$ cat config.mk
export PLATFORM = sky130hd
export DESIGN_NAME = ula_unit
export DESIGN_NICKNAME = d
export VERILOG_FILES = /design/src/rtl/ula_pkg.sv /design/src/rtl/ula_alu_comb.sv /design/src/rtl/ula_unit.sv
export SDC_FILE = /design/constraint.sdc
export NUM_CORES = 1
export LEC_CHECK = 0
export BUFFER_PORTS_ARGS = -buffer_cell sky130_fd_sc_hd__clkbuf_2
export CAP_MARGIN = 20
export CORE_UTILIZATION = 50
export CTS_BUF_LIST = sky130_fd_sc_hd__clkbuf_8 sky130_fd_sc_hd__clkbuf_16
export CTS_CLUSTER_DIAMETER = 50
export DETAILED_ROUTE_END_ITERATION = 7
export HOLD_SLACK_MARGIN = 0.1
export PLACE_DENSITY = 0.8
export SLEW_MARGIN = 5
export SYNTH_ARGS = -nofsm -noshare
export SYNTH_HDL_FRONTEND = slang
export SYNTH_SLANG_ARGS = --single-unit
export TNS_END_PERCENT = 20
$ cat constraint.sdc
create_clock -name ck -period 0.8 [get_ports ck]
set_clock_uncertainty 0.15 [all_clocks]
set_input_delay 0.04 -clock ck [delete_from_list [all_inputs] [get_ports ck]]
set_output_delay 0.04 -clock ck [all_outputs]
set_load 0.01 [all_outputs]
$ cat src/rtl/ula_pkg.sv
// ula_pkg: shared opcode encoding and default datapath width for the ula_unit slice.
package ula_pkg;
   localparam int ULA_WIDTH = 8;
   typedef enum logic [2:0] {
      OP_ADD = 3'b000,
      OP_SUB = 3'b001,
      OP_AND = 3'b010,
      OP_OR  = 3'b011,
      OP_NOT = 3'b100,
      OP_XOR = 3'b101,
      OP_MUL = 3'b110,
      OP_SLT = 3'b111
   } op_e;
endpackage

$ cat src/rtl/ula_alu_comb.sv
// ula_alu_comb: combinational ALU computing the next result.
// Defining ULA_FLAGS_EN adds next zero/carry/negative/overflow outputs.
module ula_alu_comb
   import ula_pkg::*;
#(
   parameter int WIDTH = ULA_WIDTH
) (
   input  logic [WIDTH-1:0] A,
   input  logic [WIDTH-1:0] B,
   input  logic [2:0]       opcode,
`ifdef ULA_FLAGS_EN
   output logic             zero,
   output logic             carry,
   output logic             negative,
   output logic             overflow,
`endif
   output logic [WIDTH-1:0] res
);
   op_e w_op;
   assign w_op = op_e'(opcode);
   always_comb begin
      res = '0;
      case (w_op)
         OP_ADD: res = A + B;
         OP_SUB: res = A - B;
         OP_AND: res = A & B;
         OP_OR:  res = A | B;
         OP_NOT: res = ~A;
         OP_XOR: res = A ^ B;
         OP_MUL: res = WIDTH'(A * B);
         OP_SLT: res = {{(WIDTH-1){1'b0}}, A < B};
         default: res = '0;
      endcase
   end
`ifdef ULA_FLAGS_EN
   logic w_mul_hi;
   logic w_ovf_add;
   logic w_ovf_sub;
   // A truncated sum wraps below A exactly when a carry-out occurred.
   assign w_mul_hi  = (({{WIDTH{1'b0}}, A} * {{WIDTH{1'b0}}, B}) >> WIDTH) != '0;
   assign w_ovf_add = (A[WIDTH-1] == B[WIDTH-1]) && (res[WIDTH-1] != A[WIDTH-1]);
   assign w_ovf_sub = (A[WIDTH-1] != B[WIDTH-1]) && (res[WIDTH-1] != A[WIDTH-1]);
   assign zero      = (res == '0);
   assign negative  = res[WIDTH-1];
   assign carry     = (w_op == OP_ADD) ? (res < A) :
                      (w_op == OP_SUB) ? (A < B) :
                      (w_op == OP_MUL) ? w_mul_hi : 1'b0;
   assign overflow  = (w_op == OP_ADD) ? w_ovf_add :
                      (w_op == OP_SUB) ? w_ovf_sub : 1'b0;
`endif
endmodule

$ cat src/rtl/ula_unit.sv
// ula_unit: registered ALU stage; S captures the ALU result every rising ck edge.
// Defining ULA_FLAGS_EN adds registered zero/carry/negative/overflow outputs.
module ula_unit
   import ula_pkg::*;
#(
   parameter int WIDTH = ULA_WIDTH
) (
   input  logic             ck,
   input  logic             rst,
   input  logic [WIDTH-1:0] A,
   input  logic [WIDTH-1:0] B,
   input  logic [2:0]       opcode,
`ifdef ULA_FLAGS_EN
   output logic             zero,
   output logic             carry,
   output logic             negative,
   output logic             overflow,
`endif
   output logic [WIDTH-1:0] S
);
   logic [WIDTH-1:0] w_res;
`ifdef ULA_FLAGS_EN
   logic w_zero, w_carry, w_neg, w_ovf;
`endif
   ula_alu_comb #(.WIDTH(WIDTH)) u_alu (
      .A        (A),
      .B        (B),
      .opcode   (opcode),
`ifdef ULA_FLAGS_EN
      .zero     (w_zero),
      .carry    (w_carry),
      .negative (w_neg),
      .overflow (w_ovf),
`endif
      .res      (w_res)
   );
   always_ff @(posedge ck or posedge rst) begin
      if (rst) begin
         S <= '0;
`ifdef ULA_FLAGS_EN
         {zero, carry, negative, overflow} <= '0;
`endif
      end else begin
         S <= w_res;
`ifdef ULA_FLAGS_EN
         {zero, carry, negative, overflow} <= {w_zero, w_carry, w_neg, w_ovf};
`endif
      end
   end
endmodule

Yosys cells after proc, flatten, opt, wreduce, memory -nomap -nowiden. Index checks and enable logic that the tools add are counted.

$add $sub $neg: 2. Multiply operators: 1. Divide/modulo/power cells: 0. $lt $le $gt $ge: 1. Eq/ne operators: 7. Shift-type cells: 0. Muxes and demuxes: 1. Bitwise gates (word level): 4. Reduce and logical (&&, ||, !) cells: 1.

Operator list (number): $pmux 8 s8 (1); $eq 3x3->1 const B (4); $add 8x8->8 (1); $and 8x8->8 (1); $lt 8x8->1 (1); $mul 8x8->8 (1); $not 8->8 (1); $or 8x8->8 (1); $sub 8x8->8 (1); $xor 8x8->8 (1); $eq 3x2->1 const B (2); $eq 3x1->1 const B (1); $logic_not 3->1 (1).

Bits in registers: 8. Bits in latches: 0. Bits in writable memories: 0. ROM bits: 0. Bits of input ports: 21. Output and inout bits: 8. Word-level logic and storage cells: 18. Memories: 0.

Longest topological paths before layout.
Depth in word-level cells: 2. Depth in mapped cells: 16.

Cells and area by module. From an unflattened synthesis, not the netlist that was laid out.

Cell total of the unflattened synthesis: 297. Area total of the unflattened synthesis: 2202.1 um^2.

Modules (own cells, without submodules): ula_alu_comb (times used 1, cells each 288, area an instance 1998.2 um^2, sequential area each 0.0 um^2); ula_unit (times used 1, cells each 9, area an instance 203.9 um^2, sequential area each 200.2 um^2).

Worst setup path after synthesis. Ideal clock, no wire load.

Kind: input to register. Start: in B[4]. End: reg S[6]. Setup time: 0.132 ns. Arrival: 3.525 ns. Data required time: 0.518 ns. Setup slack: -3.007 ns. Stages: 14. Cell sequence: nand2_1 fa_1 fa_1 inv_1 fa_1 inv_1 fa_1 inv_1 ha_1 xnor2_1 mux2_4 a221oi_2 a21oi_1 or3b_1.

Cells in the longest elaborated chain, start to end: 2. Elaborated cells on any way between the ends: 4. Those cells by class: 2 x add/sub; 1 x mul; 1 x mux.

Ends and longest elaborated chain: from (decl) (RTL line ula_unit.sv:11) `input logic [WIDTH-1:0] B,`; $mul 8x8->8 (tied with other cells) (RTL line ula_alu_comb.sv:30) `OP_MUL: res = WIDTH'(A * B);`; $pmux 8 s8 (*) (RTL line ula_alu_comb.sv:23) `case (w_op)`; via u_alu.res[6] (RTL line ula_alu_comb.sv:17) `output logic [WIDTH-1:0] res`; to (signal assigned) (RTL line ula_unit.sv:44) `S <= w_res;`; to (decl) (RTL line ula_unit.sv:19) `output logic [WIDTH-1:0] S`.

The timed path passes the listed nets; every way through them passes the cells marked *.

Worst setup path after layout.
Start: in A[3]. End: reg S[6].

Cells in the longest elaborated chain, start to end: 2. Elaborated cells on any way between the ends: 4. Those cells by class: 2 x add/sub; 1 x mul; 1 x mux.

Ends and longest elaborated chain: from (decl) (RTL line ula_unit.sv:10) `input logic [WIDTH-1:0] A,`; $mul 8x8->8 (tied with other cells) (RTL line ula_alu_comb.sv:30); $pmux 8 s8 (*) (RTL line ula_alu_comb.sv:23); via u_alu.res[6] (RTL line ula_alu_comb.sv:17).

Marks and branches as above.

==> flow_summary_export.csv <==
group,metric,value,unit
status,status,"finished, violations left",
status,violations,"setup timing",
drt,routedWlPerCell,15.8,um
cts,cts-root-buf,"clkbuf_8",
cts,cts_max_path_buffers,2,
place,gp_congestion,0.927,
synthesis,syn_avg_cell_area,7.77,um2
sta,tightest_slew,0.330,ns
layout,diodes,0,
floorplanning,die_area,4780,um2
synthesis,async_flop_share,1.00,
layout,fill_cells,289,
place,hpwlAfterDp,5660,um
grt,grt_pass1_wl,11500,um
layout,syn2layout_area_growth,52.1,%
grt,grt_max_degree,14,
power_and_ir_drop,p_leak,1.76,nW
synthesis,synth_nets,365,
sta,rsz0062_at_grt,"true",
worst_hold_path,worstHoldEndpoint,"S[0]",
sta,post-route-period-util,4.52,
synthesis,ys_seq_area_frac,0.0888,
grt,grt_antenna_before_repair,0,
sta,final_max_slew_viol_count,0,
power_and_ir_drop,powerDensity,1180,nW/um2
drt,ant_nets,0,
synthesis,ys_ff_latch,8,
worst_hold_path,hp-class,"input pin to flip-flop",
place,port_buffers,28,
layout,drive_gt1_frac,0.412,
floorplanning,fp.dieH,69.1,um
cts,cts_tree,"yes",
layout,largest_register_ffs,8,
sta,fin_crit,3.62,ns
sta,hold_ws,0.133,ns
sta,fin_ws,-2.82,ns
synthesis,yosys_most_used_dff,"dfrtp_1",
cts,cts_sinks,8,
layout,final_nets,475,
critical_path,worstPathRequired,0.75,ns
synthesis,synth_edf_count,0,
layout,top_regs,"S x8",
critical_path,criticalPathCategory,"input pin to flip-flop",
place,dp.cells,444,
drt,wl,7130,um
worst_hold_path,hp-start,"opcode[1]",
power_and_ir_drop,irDropWorstVdd,0.801,mV
layout,multi_input_area,1980,um2
cts,clkTransAtPathRegs,0.04,ns
critical_path,startpoint,"A[3]",
critical_path,startpoint_type,"input pin",
synthesis,ys_warn_count,0,
floorplanning,core_area,4350,um2
cts,cts_buffers,3,
layout,regMostFlops,"S",
critical_path,worst_setup_path_end_kind,"flip-flop",
layout,instances_no_fill,450,
drt,drc,0,
sta,fmax,276,MHz
drt,drt-vias-per-instance,5.40,
synthesis,synthCells,290,
power_and_ir_drop,power,4.03,mW
worst_hold_path,min_path_cells,4,
floorplanning,start_util,0.518,
layout,seqCellArea,200,um2
floorplanning,num_rows,24,
grt,grt_pass1_vias,2546,
grt,grt-ovfl-total,0,
drt,vias,2428,
floorplanning,io-pin-count,29,
cts,htree_levels,1,
sta,setup_viol,16,
sta,hold_viol,0,
critical_path,critPathArrivalTime,3.57,ns
synthesis,synth_area,2250,um2
synthesis,yosysUniqueCellTypes,46,
sta,max_slew_margin,0.777,
drt,firstDrtPassIters,4,
floorplanning,die_w,69.1,um
drt,drt_iter0_markers,150,
critical_path,crit_fanout,4,
grt,grtUsageTotal,0.304,
flow_run,maxCapViolations,0,
==> per-layer routing <==
metal	up-vias	GRT usage	routed length (um)
met1	1157	0.336	2840
met5	-	0	0
li1	1182	-	-
met4	0	0.0952	201
met2	72	0.603	3850
met3	17	0.0205	235
==> Yosys cell counts, drive strengths merged (3+ instances only) <==
library cell	instances	share of area
xnor2	15	0.058
nand2b	3	0.0083
a21o	4	0.013
nor2	32	0.053
inv	53	0.088
o21ai	13	0.029
o211ai	3	0.010
nand2	25	0.042
ha	40	0.22
o21bai	3	0.010
nor3	3	0.0067
dfrtp	8	0.089
a21oi	24	0.055
mux2i	5	0.022
xor2	3	0.012
clkbuf	5	0.0083
o22ai	3	0.0083
buf	5	0.018
fa	14	0.12
==> kinds of logic (layout without fill, tap and decap cells) <==
| family | count (synthesis) | after routing | synth area share |
|---|---|---|---|
| buf+inv | 63 | 171 | 0.114 |
| mux | 9 | 9 | 0.0539 |
| fa+ha+maj | 54 | 54 | 0.346 |
| compound gates | 66 | 66 | 0.188 |
| flops | 8 | 8 | 0.0888 |
| simple gates | 72 | 72 | 0.138 |
| xor+xnor | 18 | 18 | 0.0700 |
==> what timing repair did <==
item / CTS / global route
buffers inserted: 0 / 2
endpoints found under the hold margin: 8 / 0
resized for setup: 44 / 13
endpoints found under the setup margin: 16 / 16
hold buffers: 1 / 0
pin swaps: 12 / 20
==> critical path, stage by stage <==
cell	delay (ns)
clkbuf_16	0.14
ha_2	0.19
fa_1	0.51
ha_1	0.34
fa_1	0.49
inv_1	0.05
fa_1	0.49
inv_2	0.05
ha_4	0.22
xnor2_1	0.12
mux2_4	0.26
a221oi_2	0.24
a21oi_1	0.07
or3b_1	0.36
==> cell type report <==
cell class              count  area share
flip-flops and latches      8      0.0584
multi-input cells         219       0.576
clock buffers               3      0.0120
inverters                  53      0.0610
repair buffers            115       0.273
well taps                  52      0.0190
==> where the power goes <==
group / internal (mW) / switching (mW) / leakage, nW
logic: 1.58 / 1.47 / 1.64
registers: 0.478 / 0.0194 / 0.0931
clock network: 0.326 / 0.157 / 0.0216
total: 2.39 / 1.65 / 1.76
==> worst max path at each step <==
stage | slack, ns | end | cells past startpoint
finish | -2.82 | S[6] | 14
global route | -2.87 | S[6] | 15
CTS | -2.77 | S[6] | 15
detailed placement | -3.10 | S[6] | 15
global placement | -2.99 | S[6] | 15
floorplan | -2.72 | S[6] | 14
==> cell usage in the layout, fill, tap and decap left out, types with 10 or more instances in the layout <==
cell,synthesis,layout
xnor2_1,15,13
ha_1,40,29
fa_1,14,11
inv_2,0,10
buf_4,0,81
nand2_1,25,22
clkbuf_2,0,20
nor2_1,32,26
a21oi_1,23,21
inv_1,53,40
==> through the flow <==
step | TNS (ns) | worst slack [ns] | cell area (um2) | utilization
after floorplan | -14.84 | -2.72 | 2330 | -
after global placement | -18.06 | -2.99 | 3100 | 0.713
after detailed placement | -18.58 | -3.10 | 3100 | 0.713
after CTS | -16.33 | -2.77 | 3340 | 0.768
after global routing | -17.28 | -2.87 | 3430 | 0.787
final | -16.29 | -2.82 | 3430 | 0.787
(Power assumes the default switching activity.)
